--- src/rtl/uart_pkg.sv ---
// Shared UART definitions: FSM state encoding, parity modes and bit-period arithmetic.
package uart_pkg;

  localparam logic [2:0] ST_IDLE   = 3'd0;
  localparam logic [2:0] ST_START  = 3'd1;
  localparam logic [2:0] ST_DATA   = 3'd2;
  localparam logic [2:0] ST_PARITY = 3'd3;
  localparam logic [2:0] ST_STOP   = 3'd4;

  localparam int PAR_NONE = 0;
  localparam int PAR_ODD  = 1;
  localparam int PAR_EVEN = 2;

  function automatic int calc_div(input int clk_freq, input int baud_rate);
    return clk_freq / baud_rate;
  endfunction

  // Even parity is the plain XOR of the byte; odd parity inverts it.
  function automatic logic parity_bit(input logic [7:0] data, input int mode);
    return (^data) ^ (mode == PAR_ODD);
  endfunction

endpackage

--- src/rtl/uart_baud_tick.sv ---
// Bit-period timer: tick pulses for one cycle every DIV cycles, counted from the last clear.
module uart_baud_tick #(
  parameter int DIV = 434
) (
  input  logic clk,
  input  logic rst,
  input  logic clear,
  output logic tick
);

  localparam int CW = (DIV > 1) ? $clog2(DIV) : 1;
  localparam logic [CW-1:0] LAST = CW'(DIV - 1);

  logic [CW-1:0] cnt_q, cnt_d;

  assign tick = (cnt_q == LAST);

  always_comb begin
    cnt_d = cnt_q + CW'(1);
    if (clear || tick) cnt_d = '0;
  end

  always_ff @(posedge clk) begin
    if (rst) cnt_q <= '0;
    else     cnt_q <= cnt_d;
  end

endmodule

--- src/rtl/uart_tx.sv ---
// UART transmitter: 8 data bits LSB first, optional odd/even parity, one or two stop bits.
module uart_tx
  import uart_pkg::*;
#(
  parameter int CLK_FREQ  = 50000000,
  parameter int BAUD_RATE = 115200,
  parameter int PARITY    = 0,
  parameter int STOP_BITS = 1
) (
  input  logic       clk,
  input  logic       rst,
  input  logic [7:0] tx_data,
  input  logic       tx_valid,
  output logic       tx_ready,
  output logic       txd,
  output logic       busy
);

  localparam int   DIV       = calc_div(CLK_FREQ, BAUD_RATE);
  localparam logic PAR_EN    = (PARITY != PAR_NONE) && (PARITY <= PAR_EVEN);
  localparam logic STOP_LAST = (STOP_BITS == 2);

  logic [2:0] state_q, state_d;
  logic [2:0] bit_cnt_q, bit_cnt_d;
  logic       stop_cnt_q, stop_cnt_d;
  logic [7:0] shift_q, shift_d;
  logic       par_q, par_d;
  logic       txd_q, txd_d;
  logic       busy_q, busy_d;
  logic       tick, tick_clear, accept;

  assign tx_ready   = (state_q == ST_IDLE) && !rst;
  assign accept     = tx_valid && tx_ready;
  assign tick_clear = (state_q == ST_IDLE);
  assign txd        = txd_q;
  assign busy       = busy_q;

  // Holding the timer cleared while idle aligns every frame to its acceptance edge.
  uart_baud_tick #(.DIV(DIV)) u_baud_tick (
    .clk   (clk),
    .rst   (rst),
    .clear (tick_clear),
    .tick  (tick)
  );

  always_comb begin
    state_d    = state_q;
    bit_cnt_d  = bit_cnt_q;
    stop_cnt_d = stop_cnt_q;
    shift_d    = shift_q;
    par_d      = par_q;
    txd_d      = txd_q;
    busy_d     = busy_q;
    case (state_q)
      ST_IDLE: begin
        if (accept) begin
          state_d    = ST_START;
          txd_d      = 1'b0;
          busy_d     = 1'b1;
          shift_d    = tx_data;
          par_d      = parity_bit(tx_data, PARITY);
          bit_cnt_d  = 3'd0;
          stop_cnt_d = 1'b0;
        end
      end
      ST_START: begin
        if (tick) begin
          state_d = ST_DATA;
          txd_d   = shift_q[0];
          shift_d = {1'b0, shift_q[7:1]};
        end
      end
      ST_DATA: begin
        if (tick) begin
          if (bit_cnt_q == 3'd7) begin
            if (PAR_EN) begin
              state_d = ST_PARITY;
              txd_d   = par_q;
            end else begin
              state_d = ST_STOP;
              txd_d   = 1'b1;
            end
          end else begin
            bit_cnt_d = bit_cnt_q + 3'd1;
            txd_d     = shift_q[0];
            shift_d   = {1'b0, shift_q[7:1]};
          end
        end
      end
      ST_PARITY: begin
        if (tick) begin
          state_d = ST_STOP;
          txd_d   = 1'b1;
        end
      end
      ST_STOP: begin
        if (tick) begin
          if (stop_cnt_q == STOP_LAST) begin
            state_d = ST_IDLE;
            busy_d  = 1'b0;
          end else begin
            stop_cnt_d = 1'b1;
          end
        end
      end
      default: begin
        state_d = ST_IDLE;
        txd_d   = 1'b1;
        busy_d  = 1'b0;
      end
    endcase
  end

  always_ff @(posedge clk) begin
    if (rst) begin
      state_q    <= ST_IDLE;
      bit_cnt_q  <= 3'd0;
      stop_cnt_q <= 1'b0;
      shift_q    <= 8'd0;
      par_q      <= 1'b0;
      txd_q      <= 1'b1;
      busy_q     <= 1'b0;
    end else begin
      state_q    <= state_d;
      bit_cnt_q  <= bit_cnt_d;
      stop_cnt_q <= stop_cnt_d;
      shift_q    <= shift_d;
      par_q      <= par_d;
      txd_q      <= txd_d;
      busy_q     <= busy_d;
    end
  end

endmodule

--- config.mk ---
export PLATFORM = sky130hd
export DESIGN_NAME = uart_tx
export DESIGN_NICKNAME = d
export VERILOG_FILES = /design/src/rtl/uart_pkg.sv /design/src/rtl/uart_baud_tick.sv /design/src/rtl/uart_tx.sv
export SDC_FILE = /design/constraint.sdc
export NUM_CORES = 1
export LEC_CHECK = 0
export ABC_AREA = 1
export ABC_CLOCK_PERIOD_IN_PS = 1700
export BUFFER_PORTS_ARGS = -buffer_cell sky130_fd_sc_hd__buf_4
export CELL_PAD_IN_SITES_DETAIL_PLACEMENT = 0
export CELL_PAD_IN_SITES_GLOBAL_PLACEMENT = 2
export CORE_AREA = 2 2 75 77
export CTS_BUF_LIST = sky130_fd_sc_hd__clkbuf_16
export DETAILED_ROUTE_END_ITERATION = 12
export DIE_AREA = 0 0 77 79
export PLACE_DENSITY_LB_ADDON = 0.25
export SLEW_MARGIN = 10
export SYNTH_ARGS = -nofsm -noshare
export SYNTH_HDL_FRONTEND = slang
export SYNTH_SLANG_ARGS = --single-unit
--- constraint.sdc ---
create_clock -name clk -period 1.7 [get_ports clk]
set_input_delay 0.34 -clock clk [delete_from_list [all_inputs] [get_ports clk]]
set_output_delay 0.34 -clock clk [all_outputs]
set_load 0.005 [all_outputs]
### After elaboration in Yosys (flattened, before gate mapping)

Cells that the tools add are included.

* register bits after elaboration: 26
* bits in latches: 0
* bits in writable memories: 0
* bits in read-only memories: 0
* input port bits: 11
* output and inout port bits: 3
* memories: 0

* add/subtract/negate cells: 2
* multiply operators: 0
* divide/modulo/power cells: 0
* $lt $le $gt $ge: 0
* eq/ne operators: 14
* shift operators: 0
* multiplexer cells: 30
* bitwise logic cells: 2
* reductions and logical operators: 16

Operator list (number)
* $mux 8: 4
* $mux 3: 10
* $pmux 8 s3: 1
* $pmux 3 s5: 1
* $mux 1: 10
* $reduce_and 5->1: 2
* $add 9x1->9 const B: 1
* $eq 9x9->1 const B: 1
* $ne 2x1->1 const B: 4
* $ne 2x2->1 const B: 4
* $reduce_and 4->1: 2
* $reduce_and 7->1: 1
* $eq 3x2->1 const B: 2
* $eq 3x3->1 const B: 2
* $pmux 3 s2: 1
* $pmux 1 s5: 1
* $reduce_bool 2->1: 2
* $add 3x1->3 const B: 1
* $eq 3x1->1 const B: 1
* $logic_not 3->1: 1
* $pmux 1 s3: 1
* $reduce_and 3->1: 1
* $reduce_bool 3->1: 1
* $reduce_or 3->1: 1
* 6 further kinds: 8

### Logic depth before layout (Yosys ltp)

Gate-level depths: netlist (run 1).

* depth in word-level cells: 5
* depth in mapped cells: 11
* mapped depth without buffers: 10

### By module

A second synthesis (run 1) with hierarchy kept.

* cells, all modules: 215
* area, all modules: 1442.6 µm²

Modules (own cells, without submodules)
* uart_tx: instances 1, cells each 151, area each 955.9 µm²
* uart_baud_tick: instances 1, cells each 64, area each 486.7 µm²

### Worst setup path before layout (run 1)

No wires, ideal clock.

* path type: register -> register
* start point: register bit_cnt_q[0]
* end point: register shift_q[4]
* arrival time: 1.301 ns
* data required time: 1.587 ns
* path slack: 0.286 ns
* cell stages (with the launch flop): 10
* path buffers: 1
* cell sequence: dfxtp_1 ha_1 ha_1 nand3_2 nand2_1 inv_2 nand4_4 buf_6 nor2_1 nor2_1

* word-level cells in the longest chain between the ends: 3

Ends and longest elaborated chain
* start, declared: line uart_tx.sv:24 `logic [2:0] bit_cnt_q, bit_cnt_d;`
* start signal, assigned: line uart_tx.sv:125 `bit_cnt_q <= bit_cnt_d;`
* $eq 3x3->1: line uart_tx.sv:75 `if (bit_cnt_q == 3'd7) begin`
* $ne 2x2->1 (no line)
* $reduce_and 5->1 (no line)
* end signal, assigned: line uart_tx.sv:127 `shift_q <= shift_d;`
* end, declared: line uart_tx.sv:26 `logic [7:0] shift_q, shift_d;`

No other way between the ends.
A chain may end at the register's enable or synchronous reset.

### Final worst setup path (run 1)

* start point: register state_q[0]
* end point: output tx_ready

* word-level cells in the longest chain between the ends: 2

Ends and longest elaborated chain
* start, declared: line uart_tx.sv:23 `logic [2:0] state_q, state_d;`
* start signal, assigned: line uart_tx.sv:124 `state_q <= state_d;`
* $logic_not 3->1: line uart_tx.sv:32 `assign tx_ready = (state_q == ST_IDLE) && !rst;`
* $logic_and 1x1->1: line uart_tx.sv:32
* end, declared: line uart_tx.sv:14 `output logic tx_ready,`

No other way between the ends.

==> qor.yml, run 1 <==
run_status:
  status: "finished, final reports clean"
synthesis:
  synthTopCellsByArea: "dfxtp_1, nand2_1, nor2_1"
  synth_top_cell_by_area: "dfxtp_1"
  syn_nets: 202
  ys_seq_area_share_pct: 37.56
  yosysWarnings: 0
  ys_seq_elements: 25
  yosys.area.top_type_share_pct: 37.56
  syn_area_um2: 1333
  avgSynthCellArea_um2: 7.126
  synth_cell_types: 29
  synthCells: 187
power:
  intPower_mw: 1.378
  p_per_area_nw_per_um2: 1443
  p_sw_share_pct: 39.28
  p_clk_share_pct: 22.8
  pwr-share-seq_pct: 34.9
  switching_power_uw: 891.5
  p_leak_nw: 0.7029
  max-vdd-ir-drop_mv: 0.5078
  pwr-share-comb_pct: 42.3
timing:
  rsz0062_at_grt: "false"
  final.period_utilization_pct: 91.42
  clock-skew-final_ns: 0.003244
  fmax_ghz: 0.6435
  tns_ns: 0
  slew_headroom_pct: 76.38
  finalSetupViolations: 0
  fin_crit_ns: 1.554
  slew_viol_final: 0
  worst_pin_slew_ns: 0.3532
  worst_slack_ns: 0.1459
  final_hold_viol_count: 0
worst_hold_path:
  min_to: "busy$_SDFFE_PP0P_"
  worstHoldPathCells: 2
  min_from: "rst"
  hold_class: "in2reg"
setup_path:
  reg2regPathDepth: 8
  critPathKind: "reg2out"
  r2r_setup_slack_ns: 0.19
  cp-start-kind: "flip-flop"
  r2r-start: "u_baud_tick.cnt_q[0]$_SDFF_PP0_"
  worstReg2RegEnd: "shift_q[0]$_SDFFE_PP0P_"
  crit_fanout: 6
  cp.arrival_ns: 1.21
  cp-end-kind: "output port"
  cp.required_ns: 1.36
layout:
  areaGrowthSynthToFinish_pct: 18.03
  nFillCells: 598
  finalInstanceArea_um2: 1573
  fin_nets: 217
  final_core_util_pct: 29.47
  antenna_cells: 0
  fin_cells: 273
  drive_above_1_share_pct: 20.90
clock_tree:
  cts_htree_levels: 1
  cts_sinks: 25
  post_cts_buffers: 0
  path_clk_slew_ns: 0.06
  cts_inserted_buffers: 3
  cts_resized: 0
  cts-hold-fix-buffers: 0
  cts_tree: "built"
  clkLatencyLatePin_ns: 0.25
  cts_buffer_depth: 2
  cts_root_buf: "clkbuf_16"
routing:
  first_pass_iters: 4
  ant_nets: 0
  drt_wl_total_um: 2551
  routed_via_density: 4.037
  first_iter_violations: 40
  post_drt_wl_per_cell_um: 9.344
  vias: 1102
  drcViolationCount: 0
placement:
  dp_hpwl_um: 1933
  placed_cells_incl_taps: 269
  dp_slack_ns: 0.1806
  io_buffers: 13
  dpl-instance-area_um2: 1493
  place.gp.congestion: 0.7362
global_route:
  grt_pass1_wl_um: 4526
  grt_use_met1_pct: 12.29
  grtUsageMet2_pct: 15.00
  grtUsageTotal_pct: 9.170
  grt_use_met3_pct: 1.818
  grt_pass1_vias: 1006
  grt_max_degree: 17
  grt_busiest_layer: "met2"
  antenna_found_initial: 0
  overflow: 0
die:
  die_h_um: 79
  start_util_pct: 24.96
  dieArea_um2: 6083
  core_um2: 5338
  ios: 14
  rows: 27
  die_x_um: 77
flow_run:
  cap_violations: 0
metrics by stage:
stage / hold slack, ns / power [mW]
after floorplan: 0.4334 / 1.617
after global placement: 0.4472 / 1.774
after detailed placement: 0.4581 / 1.770
after CTS: 0.3026 / 2.314
after global routing: 0.3100 / 2.497
final: 0.3061 / 2.270
power by group through the flow:
stage / clock network (mW) / registers, mW / logic (mW)
finish: 0.517 / 0.793 / 0.960
detailed placement: 0 / 0.808 / 0.963
global route: 0.571 / 0.810 / 1.12
floorplan: 0 / 0.794 / 0.823
global placement: 0 / 0.804 / 0.970
CTS: 0.551 / 0.794 / 0.969
worst max-delay path: stages, from the launching register on:
cell and delay, ns:
dfxtp_1 0.37, nor2_4 0.19, nand2_1 0.11, nor2_1 0.15, buf_4 0.13
cells in the mapped netlist, drive strengths merged:
master  number
o21ai        9
o21bai       1
nand3       10
nand2       50
and2         1
o211ai       1
a31oi        1
inv         23
clkbuf       1
ha           4
nor2        35
nor3         2
nand4        5
nor3b        1
xor2         3
or2          2
buf          3
dfxtp       25
a21oi       10
how the worst max path moves through the flow:
stage / start / end / slack (ns)
global route: bit_cnt_q[0]$_SDFFE_PP0P_ / shift_q[0]$_SDFFE_PP0P_ / 0.002
floorplan: bit_cnt_q[0]$_SDFFE_PP0P_ / shift_q[4]$_SDFFE_PP0P_ / 0.29
finish: state_q[0]$_SDFFE_PP0P_ / tx_ready / 0.15
global placement: bit_cnt_q[0]$_SDFFE_PP0P_ / shift_q[0]$_SDFFE_PP0P_ / 0.21
detailed placement: bit_cnt_q[0]$_SDFFE_PP0P_ / shift_q[0]$_SDFFE_PP0P_ / 0.18
CTS: state_q[0]$_SDFFE_PP0P_ / tx_ready / 0.13
area by class of cell:
class / count / area, µm² / share of cell area [%]
timing repair buffer: 14 / 105.1 / 6.683
multi-input combinational: 135 / 710.7 / 45.19
clock inverter: 1 / 5.005 / 0.3182
inverter: 23 / 86.33 / 5.489
sequential: 25 / 500.5 / 31.82
clock buffer: 3 / 75.07 / 4.773
tap: 72 / 90.09 / 5.728
sequential cells by signal (all words and copies together) (netlist names):
signal,flops
bit_cnt_q,3
shift_q,8
u_baud_tick.cnt_q,9
busy,1
txd,1
state_q,3
cells by family (layout without fill, tap and decap cells):
group                    after synthesis  after routing  share of synthesized area (%)
adder cells (fa/ha/maj)                4              4                          3.756
AO/OA/AOI/OAI                         22             22                          9.014
buffers and inverters                 27             41                          9.108
XOR/XNOR                               3              3                          1.972
flip-flops                            25             25                          37.56
AND/OR/NAND/NOR                      106            106                          38.59
cells in the final DEF (no fill, tap or decap), types with 2 or more instances in the layout:
cell type / Yosys / final
nand2_1: 42 / 42
nor2_1: 32 / 32
dfxtp_1: 25 / 25
inv_1: 17 / 17
buf_4: 0 / 14
a21oi_1: 10 / 10
nand3_1: 7 / 7
o21ai_1: 7 / 7
inv_2: 6 / 6
nand2_2: 6 / 6
nand4_1: 4 / 4
ha_1: 4 / 4
nand3_2: 3 / 3
xor2_1: 3 / 3
clkbuf_16: 0 / 3
nor2_4: 2 / 2
or2_2: 2 / 2
nand2_4: 2 / 2
nor3_1: 2 / 2
layer usage:
metal / wire [µm] / share of wire, %
met5: 0 / 0
met4: 19 / 0.74
met3: 87 / 3.4
met2: 1048 / 41
met1: 1397 / 55
No activity file was read; power rests on OpenSTA's default activity.
==> inputs of run 2 (changes only) <==
Settings changed: CORE_AREA 2 2 75 77 to 2 2 68 70, DIE_AREA 0 0 77 79 to 0 0 70 72.
==> run 2 against run 1 <==
Effect of this change:
- sequential power up 0.8%
- via count rose by 8.1%
- sequential share of layout area up 0.20 points
- first-iteration DRC count down 38%
- cell count is 7.0% lower
- critical path type unchanged
- critical endpoint unchanged
- largest power group unchanged
==> qor.yml, run 2 (synthesized netlist as in run 1, its figures left out) <==
layout:
  reg_top3: "u_baud_tick.cnt_q x9, shift_q x8"
  layout_commonest_cell: "nand2_1"
  fin_nets: 218  # +0.46%
  drive_above_1_share_pct: 21.29  # +0.39 points
  fin_cells: 254  # -7.0%
  top_register: "u_baud_tick.cnt_q"
  nFillCells: 478  # -20%
  largest_register_ffs: 9  # unchanged
  regArea_um2: 500.5  # unchanged
  final_cell_mix: "nand2_1, nor2_1, dfxtp_1"
  areaGrowthSynthToFinish_pct: 17.28
  final_core_util_pct: 36.65  # +7.2 points
  multi_input_area_um2: 723.2  # +1.8%
  antenna_cells: 0  # unchanged
power:
  pwr-share-seq_pct: 34.2  # -0.7 points
  max-vdd-ir-drop_mv: 0.5330  # +5.0%
  p_per_area_nw_per_um2: 1494  # +3.5%
  p_leak_nw: 0.7037  # +0.11%
  pwr-share-comb_pct: 42.7  # +0.4 points
  p_clk_share_pct: 23.1  # +0.3 points
  switching_power_uw: 941.4  # +5.6%
  intPower_mw: 1.393  # +1.1%
  p_sw_share_pct: 40.33  # +1.0 points
flow_run:
  cap_violations: 0  # unchanged
timing:
  fin_crit_ns: 1.540  # -0.01448 ns
  finalSetupViolations: 0  # unchanged
  rsz0062_at_grt: "false"
  worst_pin_slew_ns: 0.3563  # +0.003066 ns
  tns_ns: 0  # unchanged
  fmax_ghz: 0.6495  # +0.94%
  worst_slack_ns: 0.1604  # +0.01448 ns
  clock-skew-final_ns: 0.003512  # +0.0002678 ns
  slew_viol_final: 0  # unchanged
  slew_headroom_pct: 76.18  # -0.20 points
  holdWs_ns: 0.3057  # -0.0003980 ns
  final_hold_viol_count: 0  # unchanged
  final.period_utilization_pct: 90.57  # -0.85 points
die:
  start_util_pct: 31.25  # +6.3 points
  core_um2: 4264  # -20%
  dieArea_um2: 5040  # -17%
  die_h_um: 72  # -8.9%
  die_x_um: 70  # -9.1%
  ios: 14  # unchanged
  rows: 24  # -11%
run_status:
  status: "finished, final reports clean"
routing:
  ant_nets: 0  # unchanged
  vias: 1191  # +8.1%
  first_iter_violations: 25  # -38%
  drt_wl_total_um: 2795  # +9.6%
  drcViolationCount: 0  # unchanged
  post_drt_wl_per_cell_um: 11.00  # +18%
  routed_via_density: 4.689  # +16%
  first_pass_iters: 4  # unchanged
global_route:
  overflow: 0  # unchanged
  antenna_found_initial: 0  # unchanged
  grt_pass1_wl_um: 4754  # +5.0%
  grt_pass1_vias: 1137  # +13%
  grt_max_degree: 17  # unchanged
  grtUsageTotal_pct: 11.78  # +2.6 points
placement:
  placed_cells_incl_taps: 249  # -7.4%
  place.gp.congestion: 0.7333  # -0.39%
  dp_hpwl_um: 2108  # +9.1%
  dp_slack_ns: 0.1522  # -0.02843 ns
  io_buffers: 13  # unchanged
setup_path:
  critPathSlowestCell: "dfxtp_1"
  crit_fanout: 6  # unchanged
  path_delay_family: "simple AND/OR/NAND/NOR gates"
  r2r_setup_slack_ns: 0.17  # -0.02 ns
  crit_buf_inv: 1  # unchanged
  critPathKind: "reg2out"
  cp.required_ns: 1.36  # about the same
  cp-end-kind: "output port"
  cp-start-kind: "flip-flop"
  path_cells: "nor2_4 -> nand2_1 -> nor2_1 -> buf_4"
  cpPeakStageDelay_ns: 0.36  # about the same
  cp.arrival_ns: 1.20  # about the same
clock_tree:
  post_cts_buffers: 0  # unchanged
  cts_sinks: 25  # unchanged
  cts_resized: 0  # unchanged
  cts_root_buf: "clkbuf_16"
  clkLatencyLatePin_ns: 0.26  # about the same
  cts_buffer_depth: 2  # unchanged
  cts_inserted_buffers: 3  # unchanged
  cts_htree_levels: 1  # unchanged
  cts_tree: "built"
  path_clk_slew_ns: 0.07  # about the same
  cts-hold-fix-buffers: 0  # unchanged
worst_hold_path:
  hold_class: "in2reg"
-- run 2: cell type report --
cell class	instances	area share, %
Clock buffer	3	4.804
Sequential cell	25	32.03
Multi-Input combinational cell	136	46.28
Clock inverter	1	0.4804
Inverter	23	5.524
Tap cell	52	4.163
Timing Repair Buffer	14	6.725
-- run 2: power groups by stage --
stage	Clock [mW]	Combinational [mW]	Sequential [mW]
after global routing	0.583	1.17	0.821
after floorplan	0	0.823	0.794
after detailed placement	0	0.972	0.813
after CTS	0.555	0.976	0.801
after global placement	0	0.958	0.806
final	0.539	0.997	0.799
-- run 2: final timing paths --
| check | startpoint | end | cells past startpoint |
|---|---|---|---|
| setup / recovery | state_q[2]$_SDFFE_PP0P_ | tx_ready | 4 |
| hold / removal | rst | busy$_SDFFE_PP0P_ | 2 |
| setup reg to reg | u_baud_tick.cnt_q[0]$_SDFF_PP0_ | shift_q[6]$_SDFFE_PP0P_ | 8 |
| hold reg to reg | busy$_SDFFE_PP0P_ | busy$_SDFFE_PP0P_ | 2 |
-- run 2: per-stage QoR --
stage          power, mW  area, µm²
2_1_floorplan      1.617       1333
3_3_place_gp       1.764       1468
3_5_place_dp       1.786       1468
4_1_cts            2.332       1550
5_1_grt            2.571       1563
6_report           2.334       1563
-- run 2: worst register-to-register path: stages, from the launching register on --
cell and delay, ns:
dfxtp_1 0.38, ha_1 0.17, nand2_1 0.06, nor2_2 0.13
nand2_4 0.10, nand2_4 0.11, nand4_2 0.24, nor2_1 0.16
nor2_1 0.06
-- run 2: per-layer routing --
layer | vias up | wire [µm] | track usage [%]
met5 | - | 0 | 0
met4 | 0 | 40 | 3.846
met3 | 6 | 100 | 2.639
met2 | 20 | 1324 | 21.59
met1 | 539 | 1330 | 13.66
li1 | 626 | - | -
